$ cat config.mk
export PLATFORM = sky130hd
export DESIGN_NAME = multiport_busy_table
export DESIGN_NICKNAME = d
export VERILOG_FILES = /design/src/rtl/qu_common.sv /design/src/rtl/busy_popcount.sv /design/src/rtl/multiport_busy_table.sv
export SDC_FILE = /design/constraint.sdc
export NUM_CORES = 1
export LEC_CHECK = 0
export BUFFER_PORTS_ARGS = -buffer_cell sky130_fd_sc_hd__buf_2
export CAP_MARGIN = 40
export CORE_MARGIN = 5
export CORE_UTILIZATION = 45
export CTS_BUF_LIST = sky130_fd_sc_hd__clkbuf_4 sky130_fd_sc_hd__clkbuf_8
export CTS_CLUSTER_DIAMETER = 50
export DETAILED_ROUTE_END_ITERATION = 7
export HOLD_SLACK_MARGIN = 0.06
export SLEW_MARGIN = 10
export SYNTH_ARGS = -nofsm -noshare
export SYNTH_HDL_FRONTEND = slang
export SYNTH_SLANG_ARGS = --single-unit
$ cat constraint.sdc
create_clock -name clk -period 27.2 [get_ports clk]
set_clock_uncertainty 0.05 [all_clocks]
set_input_delay 5.44 -clock clk [delete_from_list [all_inputs] [get_ports clk]]
set_output_delay 5.44 -clock clk [all_outputs]
set_load 0.03 [all_outputs]
$ cat src/rtl/qu_common.sv
// Shared parameters and types for the rename busy table.
// Holds the default physical register file depth, checkpoint count,
// the address/checkpoint-id typedefs and a checkpoint-id range helper.
package qu_common;

    localparam int PHY_RF_DEPTH = 64;
    localparam int NUM_CKPT     = 4;
    localparam int AW           = $clog2(PHY_RF_DEPTH);
    localparam int CW           = (NUM_CKPT > 1) ? $clog2(NUM_CKPT) : 1;

    typedef logic [AW-1:0] phy_addr_t;
    typedef logic [CW-1:0] ckpt_id_t;

    // A checkpoint id is usable only if it names an existing slot; this
    // matters when the slot count is not a power of two.
    function automatic logic ckpt_id_ok(input int unsigned id, input int unsigned num_slots);
        return (id < num_slots);
    endfunction

endpackage

$ cat src/rtl/busy_popcount.sv
// Combinational population count of the busy vector; its result is
// registered by the parent as the busy counter.
module busy_popcount #(
    parameter int WIDTH = 64,
    parameter int CNT_W = $clog2(WIDTH + 1)
) (
    input  logic [WIDTH-1:0] i_bits,
    output logic [CNT_W-1:0] o_count
);

    // Plain adder chain; synthesis rebalances it into a tree.
    always_comb begin
        o_count = '0;
        for (int i = 0; i < WIDTH; i++) begin
            o_count = o_count + CNT_W'(i_bits[i]);
        end
    end

endmodule

$ cat src/rtl/multiport_busy_table.sv
// Multiport physical-register busy table with branch checkpoints.
// Reads are combinational; sets/clears/saves/restores update on the
// rising clock edge. Physical register 0 is hard-wired not busy.
// Optional feature: define QU_BUSY_TABLE_BYPASS_EN to let a same-cycle
// clear (writeback wakeup) mask rd_busy combinationally.
module multiport_busy_table #(
    parameter int PHY_RF_DEPTH = qu_common::PHY_RF_DEPTH,
    parameter int NUM_RD       = 4,
    parameter int NUM_SET      = 2,
    parameter int NUM_CLR      = 2,
    parameter int NUM_CKPT     = qu_common::NUM_CKPT,
    parameter int AW           = $clog2(PHY_RF_DEPTH),
    parameter int CW           = (NUM_CKPT > 1) ? $clog2(NUM_CKPT) : 1
) (
    input  logic                           clk,
    input  logic                           rst,
    input  logic [NUM_RD-1:0][AW-1:0]      rd_addr,
    output logic [NUM_RD-1:0]              rd_busy,
    input  logic [NUM_SET-1:0]             set_en,
    input  logic [NUM_SET-1:0][AW-1:0]     set_addr,
    input  logic [NUM_CLR-1:0]             clr_en,
    input  logic [NUM_CLR-1:0][AW-1:0]     clr_addr,
    input  logic                           ckpt_save_en,
    input  logic [CW-1:0]                  ckpt_save_id,
    input  logic                           ckpt_restore_en,
    input  logic [CW-1:0]                  ckpt_restore_id,
    output logic [AW:0]                    busy_count
);

    import qu_common::*;

    logic [PHY_RF_DEPTH-1:0] r_table;
    // Kept as flops: every slot is cleared in parallel on writeback.
    logic [PHY_RF_DEPTH-1:0] r_ckpt [NUM_CKPT];
    logic [AW:0]             r_busy_count;

    logic [PHY_RF_DEPTH-1:0] w_set_mask;
    logic [PHY_RF_DEPTH-1:0] w_clr_mask;
    logic [PHY_RF_DEPTH-1:0] w_base;
    logic [PHY_RF_DEPTH-1:0] w_table_next;
    logic                    w_restore_ok;
    logic                    w_save_ok;
    logic [AW:0]             w_pop;

    // Collapse the set and clear ports into one-hot-OR masks; address 0 never participates.
    always_comb begin
        w_set_mask = '0;
        w_clr_mask = '0;
        for (int p = 0; p < NUM_SET; p++) begin
            if (set_en[p] && (set_addr[p] != '0)) begin
                w_set_mask[set_addr[p]] = 1'b1;
            end
        end
        for (int p = 0; p < NUM_CLR; p++) begin
            if (clr_en[p] && (clr_addr[p] != '0)) begin
                w_clr_mask[clr_addr[p]] = 1'b1;
            end
        end
    end

    // Qualify checkpoint commands; a restore wins over any save in the same cycle.
    always_comb begin
        w_restore_ok = ckpt_restore_en && ckpt_id_ok(32'(ckpt_restore_id), NUM_CKPT);
        w_save_ok    = ckpt_save_en && ckpt_id_ok(32'(ckpt_save_id), NUM_CKPT) && !w_restore_ok;
    end

    // Next table: restore (or current) -> clears -> sets, sets dropped on restore.
    always_comb begin
        w_base       = w_restore_ok ? r_ckpt[ckpt_restore_id] : r_table;
        w_table_next = (w_base & ~w_clr_mask) | (w_restore_ok ? '0 : w_set_mask);
        w_table_next[0] = 1'b0;
    end

    busy_popcount #(
        .WIDTH (PHY_RF_DEPTH),
        .CNT_W (AW + 1)
    ) u_popcount (
        .i_bits  (w_table_next),
        .o_count (w_pop)
    );

    // Live table and its registered population count.
    always_ff @(posedge clk) begin
        if (rst) begin
            r_table      <= '0;
            r_busy_count <= '0;
        end else begin
            r_table      <= w_table_next;
            r_busy_count <= w_pop;
        end
    end

    // Checkpoint slots: save captures the next table, otherwise writebacks scrub every slot.
    always_ff @(posedge clk) begin
        for (int k = 0; k < NUM_CKPT; k++) begin
            if (rst) begin
                r_ckpt[k] <= '0;
            end else if (w_save_ok && (ckpt_save_id == CW'(k))) begin
                r_ckpt[k] <= w_table_next;
            end else begin
                r_ckpt[k] <= r_ckpt[k] & ~w_clr_mask;
            end
        end
    end

    assign busy_count = r_busy_count;

    // Read ports: table lookup, optionally masked by a same-cycle writeback.
    for (genvar gi = 0; gi < NUM_RD; gi++) begin : g_rd
`ifdef QU_BUSY_TABLE_BYPASS_EN
        assign rd_busy[gi] = (rd_addr[gi] != '0) && r_table[rd_addr[gi]]
                             && !w_clr_mask[rd_addr[gi]];
`else
        assign rd_busy[gi] = (rd_addr[gi] != '0) && r_table[rd_addr[gi]];
`endif
    end

endmodule

==> reports/results.ini <==
[run_status]
status=finished, final reports clean

[clock_tree]
cts_tree=yes
ctsResizeCount=0
ctsHtreeMaxLevel=2
cts_root_buf=clkbuf_8
postCtsSetupBuffers=0
clk_latency_ns=0.72
path_clk_slew_ns=0.06
cts.sinks=322
cts_hold_buf=0
cts_buffers=60
clk_path_buf_depth=3

[timing]
fin_ws_ns=13.88
tightest_slew_ns=0.955
finalHoldViolCount=0
finalMaxSlewViolations=0
min_period_ns=13.32
whs_ns=0.524
fin_crit_sh=0.490
maxSlewHeadroom=0.363
rsz0062_at_grt=false
fmax_mhz=75.1
setup_viol_count_final=0
fin_tns_setup_ns=0

[floorplan]
ioPinCount=71
core_um2=47600
die-area_um2=52600
die_y_um=229
rows=80
initial_core_util=0.455
die_w_um=229

[layout]
area_growth_pct=13.9
layout_common_cells=edfxtp_1 (252), conb_1 (252), nand3_1 (188)
drive_gt1_frac=0.169
nFillCells=4350
finalInstanceArea_um2=24700
nNetsFinal=2334

[synthesis]
syn_area_um2=21700
yosysTopAreaCellShare=0.349
yosysWarningCount=0
seq_area_frac_synth=0.414
synth.avg_cell_area_um2=11.0
async_reset_ff_frac=0
synth_edf_count=252
post-synth-top-area-cell=edfxtp_1
synth_area_leaders=edfxtp_1 (35%), mux4_2 (14%), dfxtp_1 (6.5%), fa_1 (4.9%), nand3_1 (4.4%)
synth_ff_type=edfxtp_1
synth-seq-cells=322
synthCells=1966
synth_cell_types=69

[routing]
wl_per_cell_um=28.3
routed_wl_um=81300
drc=0
vias_per_cell=6.58
first_iter_violations=2713
ant_nets=0
dr.pass1.iters=7
routed-via-count=18900

[critical_path]
startpoint=rd_addr[12]
worst_r2r_endpoint=busy_count[6]
endpoint_kind=output pin
critPathMaxFanout=18
startpoint_type=primary input
reg2reg_slack_ns=19.89
arrival_ns=7.83
slowest_stage=mux4_2
setup.worst_path.end=rd_busy[2]
crit_required_ns=21.71
crit_type=primary input to output pin
slowest_delay_ns=0.58
reg2reg_from=r_ckpt[3][2]
path_cells=buf_2 -> mux4_2 -> mux4_2 -> a2111oi_0 -> nor3_1 -> buf_2
r2r_cells=21

[power]
clkPwrFrac=0.190
sw_frac_of_total=0.413
combPwrFrac=0.572
p_seq_frac=0.238
switching_power_uw=1080
leakagePower_uw=0.00927
internal_power_uw=1530
ir_drop_mv=0.424
finalPower_uw=2610
power_density_nw_per_um2=106

[global_route]
grt_pass1_wl_um=119000
overflow=0
track_usage=0.299
grt_start_max_net_pins=90
antenna_found_initial=7
grt_pass1_vias=18100

[place]
place_hpwl_um=56300
place_ws_ns=13.63
gp_congestion=0.966
place_area_um2=23400
port_buffers=70

[min_path]
min-delay-path-class=flop to flop
worstHoldStart=r_ckpt[0][24]

[flow_run]
maxCapViolCount=0

==> power by group through the flow <==
| stage | clock network [µW] | logic, µW | registers (µW) |
|---|---|---|---|
| 2_1_floorplan | 0 | 1160 | 616 |
| 3_3_place_gp | 0 | 1450 | 627 |
| 3_5_place_dp | 0 | 1460 | 628 |
| 4_1_cts | 501 | 1480 | 618 |
| 5_1_grt | 525 | 1720 | 624 |
| 6_report | 496 | 1490 | 621 |
==> logic make-up (layout without fill, tap and decap cells) <==
kind of cell,Yosys count,after routing,synth area share
DFF,322,322,0.414
muxes,148,148,0.144
buffers and inverters,282,319,0.0526
adders and majority gates,70,70,0.0588
other,1,255,0.000173
xor gates and xnor gates,3,3,0.00121
AOI/OAI and AO/OA,569,569,0.191
and+or+nand+nor,571,571,0.138
==> metal layers <==
layer,vias up,track usage,part of all wire
li1,8037,-,-
met1,9389,0.407,0.39
met2,1256,0.431,0.43
met3,200,0.130,0.15
met4,6,0.0996,0.034
met5,-,0,0.00050
==> cell type report <==
| cell class | instances | area, µm² | area share |
|---|---|---|---|
| multi-input cells | 1613 | 12600 | 0.509 |
| flip-flops and latches | 322 | 8970 | 0.363 |
| clock buffers | 101 | 1180 | 0.0477 |
| repair buffers | 120 | 797 | 0.0323 |
| well taps | 615 | 769 | 0.0312 |
| inverters | 87 | 327 | 0.0132 |
| clock inverters | 11 | 76.3 | 0.00309 |
| diodes | 3 | 7.51 | 0.000304 |
==> sequential cells by signal (all words and copies together), names as in the netlist <==
name        count
r_table        63
busy_count      7
r_ckpt        252
==> worst min path at each step <==
stage / depth (start not counted) / slack (ns) / to
after floorplan: 2 / 0.49 / r_ckpt[1][11]
after global placement: 2 / 0.50 / r_ckpt[0][38]
after detailed placement: 2 / 0.52 / r_ckpt[1][12]
after CTS: 2 / 0.53 / r_ckpt[1][12]
after global routing: 2 / 0.56 / r_ckpt[1][12]
final: 2 / 0.52 / r_ckpt[0][24]
==> worst max-delay path, delay by kind of cell <==
kind	cells	cell delay [ns]
mux	2	1.08
buf+inv	2	0.66
compound gates	1	0.51
simple gates	1	0.12
==> through the flow <==
step | cells | utilization
after global placement | 2749 | 0.489
after detailed placement | 2757 | 0.492
final | 2872 | 0.518
after global routing | 2870 | 0.518
after CTS | 2869 | 0.518
after floorplan | 2217 | -
==> synth_stat cells, types with 12 or more instances <==
| library cell | instances |
|---|---|
| nand3b_1 | 12 |
| mux4_2 | 131 |
| o21ai_0 | 85 |
| mux2i_1 | 13 |
| nor2_1 | 120 |
| a221oi_1 | 30 |
| nor3_1 | 19 |
| a21oi_1 | 111 |
| a222oi_1 | 21 |
| o31ai_1 | 12 |
| a22oi_1 | 25 |
| nand2_1 | 95 |
| edfxtp_1 | 252 |
| o22a_1 | 58 |
| buf_2 | 30 |
| fa_1 | 53 |
| ha_1 | 17 |
| nor2b_1 | 34 |
| o221ai_1 | 62 |
| a32o_1 | 45 |
| o21a_1 | 40 |
| inv_1 | 87 |
| clkbuf_1 | 140 |
| dfxtp_1 | 70 |
| nor3b_1 | 20 |
| o22ai_1 | 24 |
| nand3_1 | 189 |
| buf_1 | 15 |
| a21o_1 | 20 |
Note: power is estimated with default switching activity, not from simulation.
